<file path="src/rtl/fetch_pkg.sv">
// fetch_pkg: shared constants, state encoding and line-align helper for the fetch line controller
package fetch_pkg;
    localparam int ADDR_W = 48;
    localparam int LINE_BYTES = 64;
    localparam int LINE_OFF_W = 6;
    localparam int SLOT_W = 4;
    localparam logic [ADDR_W-1:0] RESET_PC = 48'h0000_8000_0000;
    typedef logic [1:0] state_t;
    localparam state_t S_IDLE = 2'd0;
    localparam state_t S_REQ = 2'd1;
    localparam state_t S_WAIT = 2'd2;
    localparam state_t S_DISCARD = 2'd3;
    function automatic logic [ADDR_W-1:0] line_align(input logic [ADDR_W-1:0] a);
        return {a[ADDR_W-1:LINE_OFF_W], {LINE_OFF_W{1'b0}}};
    endfunction
endpackage

</file>
<file path="src/rtl/fetch_line_ctrl.sv">
// fetch_line_ctrl: holds the fetch PC, issues one 64-byte line read per request, delivers lines, handles redirects
// Ports: clock/reset_n (async active-low); fetch_inst, redirect_valid/redirect_target from the front end;
// arb_req/arb_addr/arb_gnt/arb_done/arb_rdata to the memory arbiter; can_fetch_inst, pc_operation_done,
// pc_read_inst, pc, first_slot, clear_ibuffer to the instruction buffer.
module fetch_line_ctrl
    import fetch_pkg::*;
(
    input  logic              clock,
    input  logic              reset_n,
    input  logic              fetch_inst,
    input  logic              redirect_valid,
    input  logic [ADDR_W-1:0] redirect_target,
    output logic              can_fetch_inst,
    output logic              arb_req,
    output logic [ADDR_W-1:0] arb_addr,
    input  logic              arb_gnt,
    input  logic              arb_done,
    input  logic [511:0]      arb_rdata,
    output logic              pc_operation_done,
    output logic [511:0]      pc_read_inst,
    output logic [ADDR_W-1:0] pc,
    output logic [SLOT_W-1:0] first_slot,
    output logic              clear_ibuffer
);
    state_t            state, state_d;
    logic              pending;
    logic [ADDR_W-1:0] fetch_pc;
    logic              deliver;

    assign arb_addr       = line_align(fetch_pc);
    assign arb_req        = state == S_REQ;
    assign can_fetch_inst = state == S_IDLE && !pending;
    assign deliver        = state == S_WAIT && arb_done && !redirect_valid;

    // A redirect that cannot withdraw cleanly (granted or in flight) parks in DISCARD until the stale line returns.
    always_comb begin
        state_d = redirect_valid ?
                      (state == S_IDLE ? S_IDLE :
                       state == S_REQ  ? (arb_gnt ? S_DISCARD : S_IDLE) :
                       (arb_done ? S_IDLE : S_DISCARD)) :
                  state == S_IDLE ? ((pending || fetch_inst) ? S_REQ : S_IDLE) :
                  state == S_REQ  ? (arb_gnt ? S_WAIT : S_REQ) :
                  (arb_done ? S_IDLE : state);
    end

    always_ff @(posedge clock or negedge reset_n) begin
        if (!reset_n) begin
            state             <= S_IDLE;
            pending           <= 1'b1;
            fetch_pc          <= RESET_PC;
            pc_operation_done <= 1'b0;
            pc_read_inst      <= '0;
            pc                <= '0;
            first_slot        <= '0;
            clear_ibuffer     <= 1'b0;
        end else begin
            state             <= state_d;
            pending           <= redirect_valid ? 1'b1 :
                                 (state == S_IDLE && (pending || fetch_inst)) ? 1'b0 :
                                 (pending || fetch_inst);
            pc_operation_done <= deliver;
            clear_ibuffer     <= redirect_valid;
            if (redirect_valid)
                fetch_pc <= {redirect_target[ADDR_W-1:2], 2'b00};
            else if (deliver)
                fetch_pc <= arb_addr + ADDR_W'(LINE_BYTES);
            if (deliver) begin
                pc_read_inst <= arb_rdata;
                pc           <= arb_addr;
                first_slot   <= fetch_pc[LINE_OFF_W-1:2];
            end
        end
    end
endmodule

</file>
<file path="config.mk">
export PLATFORM = sky130hd
export DESIGN_NAME = fetch_line_ctrl
export DESIGN_NICKNAME = d
export VERILOG_FILES = /design/src/rtl/fetch_pkg.sv /design/src/rtl/fetch_line_ctrl.sv
export SDC_FILE = /design/constraint.sdc
export NUM_CORES = 1
export LEC_CHECK = 0
export CAP_MARGIN = 0
export CELL_PAD_IN_SITES_DETAIL_PLACEMENT = 1
export CELL_PAD_IN_SITES_GLOBAL_PLACEMENT = 2
export CORE_AREA = 3 3 457 459
export DETAILED_ROUTE_END_ITERATION = 7
export DIE_AREA = 0 0 460 462
export PLACE_DENSITY = 0.42
export SKIP_LAST_GASP = 1
export SYNTH_ARGS = -nofsm -noshare
export SYNTH_HDL_FRONTEND = slang
export SYNTH_SLANG_ARGS = --single-unit
</file>
<file path="constraint.sdc">
create_clock -name clock -period 3 [get_ports clock]
set_clock_uncertainty 0.15 [all_clocks]
set_input_delay 0.75 -clock clock [delete_from_list [all_inputs] [get_ports clock]]
set_output_delay 0.75 -clock clock [all_outputs]
set_load 0.02 [all_outputs]
</file>
==> flow_summary_export.csv <==
group,metric,value,unit
status,status,"complete, no violations",
critical_path,required,2.10,ns
synthesis,synth-edff-count,0,
timing,timing.final.crit_share,95.3,%
power_and_ir_drop,max-vdd-ir-drop,0.454,mV
synthesis,yosys_most_used_dff,"dfrtp_1",
timing,layout_setup_ws,0.140,ns
critical_path,reg2reg_depth,7,
synthesis,synth.cell_area,0.0237,mm^2
clock_network,clock-sinks,609,
synthesis,synth_area_leaders,"dfrtp_1 (64%), mux2_2 (27%), buf_4 (1.7%)",
synthesis,yosys_warnings,0,
power_and_ir_drop,clkPwrFrac,23.2,%
worst_hold_path,hold_path_class,"input pin to asynchronous set/reset pin",
global_routing,grt_antenna_before_repair,122,
timing,rsz0062_at_grt,"no",
timing,hold_viol,0,
critical_path,start_kind,"flop",
timing,setup_viol,0,
drt,drt_iter0_drc,668,
synthesis,yosys.area.top_type,"dfrtp_1",
power_and_ir_drop,leakagePower,16.9,nW
global_routing,grt_pass1_vias,20200,
clock_network,numCtsBuffers,88,
drt,dr.pass1.iters,4,
timing,max-slew-margin-rel,55.7,%
synthesis,async_flop_share,100,%
power_and_ir_drop,power.density_cell_area,1080,mW/mm^2
clock_network,cts_buffer_depth,3,
timing,max_freq,350,MHz
clock_network,clkTransAtPathRegs,0.06,ns
critical_path,path_cells,"clkdlybuf4s50_1",
clock_network,cts_root_buffer,"clkbuf_16",
clock_network,cts_tree,"done",
timing,min_period,2.86,ns
placement,preCtsSetupSlack,-0.302,ns
global_routing,overflow,0,
critical_path,crit_family,"buffers and inverters",
critical_path,crit_fanout,3,
timing,slew_violations,0,
power_and_ir_drop,p_int,28.6,mW
drt,drc,0,
drt,num_vias,18400,
critical_path,r2r_end,"fetch_pc[42]",
critical_path,critPathBufInv,1,
floorplanning,die_h,462,um
global_routing,grt_usage,13.8,%
final_layout,drive_above_1_share,29.6,%
placement,place_congestion,0.741,
final_layout,syn2layout_area_growth,80.5,%
synthesis,ys_types,37,
synthesis,ys_seq_elements,609,
power_and_ir_drop,switchingPower,17.7,mW
critical_path,end_kind,"output pin",
floorplanning,core,0.205,mm^2
run,cap_viol_max_count,0,
final_layout,final_core_util,20.9,%
placement,io_buffers,1167,
critical_path,crit_arrival,1.96,ns
power_and_ir_drop,p_sw_share,38.3,%
drt,final_antenna_net_count,0,
drt,vias_per_cell,3.28,
drt,drt_wl_total,151,mm
final_layout,fin_nets,3387,
placement,dp.cells,5417,
global_routing,grt_max_degree,91,
floorplanning,die_x,460,um
clock_network,post_cts_buffers,0,
global_routing,grt_pass1_wl,197,mm
critical_path,cpMaxStageDelayCell,"clkdlybuf4s50_1",
floorplanning,dieArea,0.213,mm^2
floorplanning,io_pins,1182,
final_layout,fin_cells,5625,
power_and_ir_drop,power_frac_comb,45.9,%
critical_path,crit_type,"flop to output pin",
critical_path,reg2reg_slack,0.38,ns
power_and_ir_drop,seq_power_share,30.9,%
synthesis,synth-seq-area-share,64.3,%
floorplanning,start_util,11.6,%
synthesis,netlist_instances,1542,
power_and_ir_drop,power.total,46.4,mW
synthesis,netlist.area_leader.share,64.1,%
floorplanning,rows,166,
clock_network,cts.htree.levels,3,
clock_network,clkLatencyLatePin,0.71,ns
critical_path,slowest_delay,0.69,ns
drt,avgRoutedWirePerCell,26.9,um
timing,max_slew.worst_pin.slew,0.665,ns
synthesis,avgSynthCellArea,15.4,um^2
critical_path,r2r-start,"fetch_pc[10]",
placement,dpl.hpwl,126,mm
==> layout by cell type, fill, tap and decap left out, types with 20 or more instances in the layout <==
master and instances:
buf_4 99, dfrtp_1 606, xor2_1 20, diode_2 49, mux2_2 565, o21ai_0 38, buf_12 45, clkbuf_8 20
clkdlybuf4s50_1 1152, clkbuf_1 22, clkbuf_16 88, nand2_1 58
==> power groups by stage <==
stage | combinational (mW) | clock [mW] | sequential (mW)
after global routing | 22.5 | 11.7 | 14.9
after CTS | 22.0 | 11.4 | 14.4
after detailed placement | 21.9 | 0 | 14.5
after global placement | 21.9 | 0 | 14.4
after floorplan | 4.23 | 0 | 18.7
final | 21.3 | 10.8 | 14.3
==> Yosys cell counts, drive strengths merged (3+ instances only) <==
| cell | instances |
|---|---|
| nand4 | 13 |
| and3 | 7 |
| xor2 | 20 |
| clkbuf | 70 |
| and4 | 6 |
| buf | 64 |
| inv | 3 |
| o21ai | 39 |
| xnor2 | 19 |
| nor3 | 9 |
| nand3 | 17 |
| or4 | 3 |
| nand2 | 58 |
| dfrtp | 607 |
| nor4 | 15 |
| nor2 | 8 |
| mux2 | 565 |
==> registers in the layout, summed over array words and instances (netlist names) <==
| signal | cells |
|---|---|
| pc_read_inst | 512 |
| fetch_pc | 46 |
| pc | 42 |
| first_slot | 4 |
| state | 2 |
| clear_ibuffer | 1 |
| pc_operation_done | 1 |
| pending | 1 |
==> logic make-up (layout without fill, tap and decap cells) <==
kind of cell             count (synthesis)  count (layout)  share of synthesized area (%)
buffers and inverters                  137            1472                           3.08
adder cells (fa/ha/maj)                  1               1                         0.0528
AND/OR/NAND/NOR                        143             143                           3.16
multiplexers                           567             567                           26.9
AO/OA/AOI/OAI                           45              45                          0.988
XOR/XNOR                                39              39                           1.44
other                                    1              61                         0.0158
flip-flops                             609             609                           64.3
==> stage by stage <==
step / cell area, um^2 / hold slack [ns] / setup TNS (ns)
after floorplan: 23700 / 0.304 / 0
after global placement: 39700 / 0.338 / -39.01
after detailed placement: 39700 / 0.344 / -42.49
after CTS: 42600 / 0.263 / -0.00117
after global routing: 42700 / 0.288 / 0
final: 42800 / 0.344 / 0
==> cell type report <==
cell class	instances	area, um^2
timing repair buffer	1311	13300
sequential	609	15200
fill	22800	162000
clock inverter	28	380
tap	2688	3360
inverter	3	11.3
multi-input combinational	807	7770
clock buffer	130	2560
antenna	49	123
==> worst max-delay path by stage <==
stage / start / depth (start not counted) / slack (ns) / endpoint
2_1_floorplan: arb_done / 6 / 0.32 / fetch_pc[43]
3_3_place_gp: arb_done / 6 / -0.32 / fetch_pc[43]
3_5_place_dp: arb_done / 6 / -0.30 / fetch_pc[43]
4_1_cts: state[1] / 2 / -0.001 / can_fetch_inst
5_1_grt: state[1] / 2 / 0.005 / can_fetch_inst
6_report: pc_read_inst[268] / 1 / 0.14 / pc_read_inst[268]
==> layer usage <==
| metal | GRT usage (%) | wire length [um] | up-vias |
|---|---|---|---|
| li1 | - | - | 8033 |
| met1 | 14.6 | 55000 | 9156 |
| met2 | 22.4 | 71500 | 892 |
| met3 | 8.89 | 20600 | 278 |
| met4 | 4.26 | 3890 | 80 |
| met5 | 0 | 501 | - |
==> timing repair <==
item / in CTS / in global routing
hold buffers: 1 / 0
gates resized for setup: 12 / 2
gates cloned: 0 / 0
endpoints found under the hold margin: 19 / 0
endpoints found under the setup margin: 12 / 2
No activity file was read; power rests on OpenSTA's default activity.
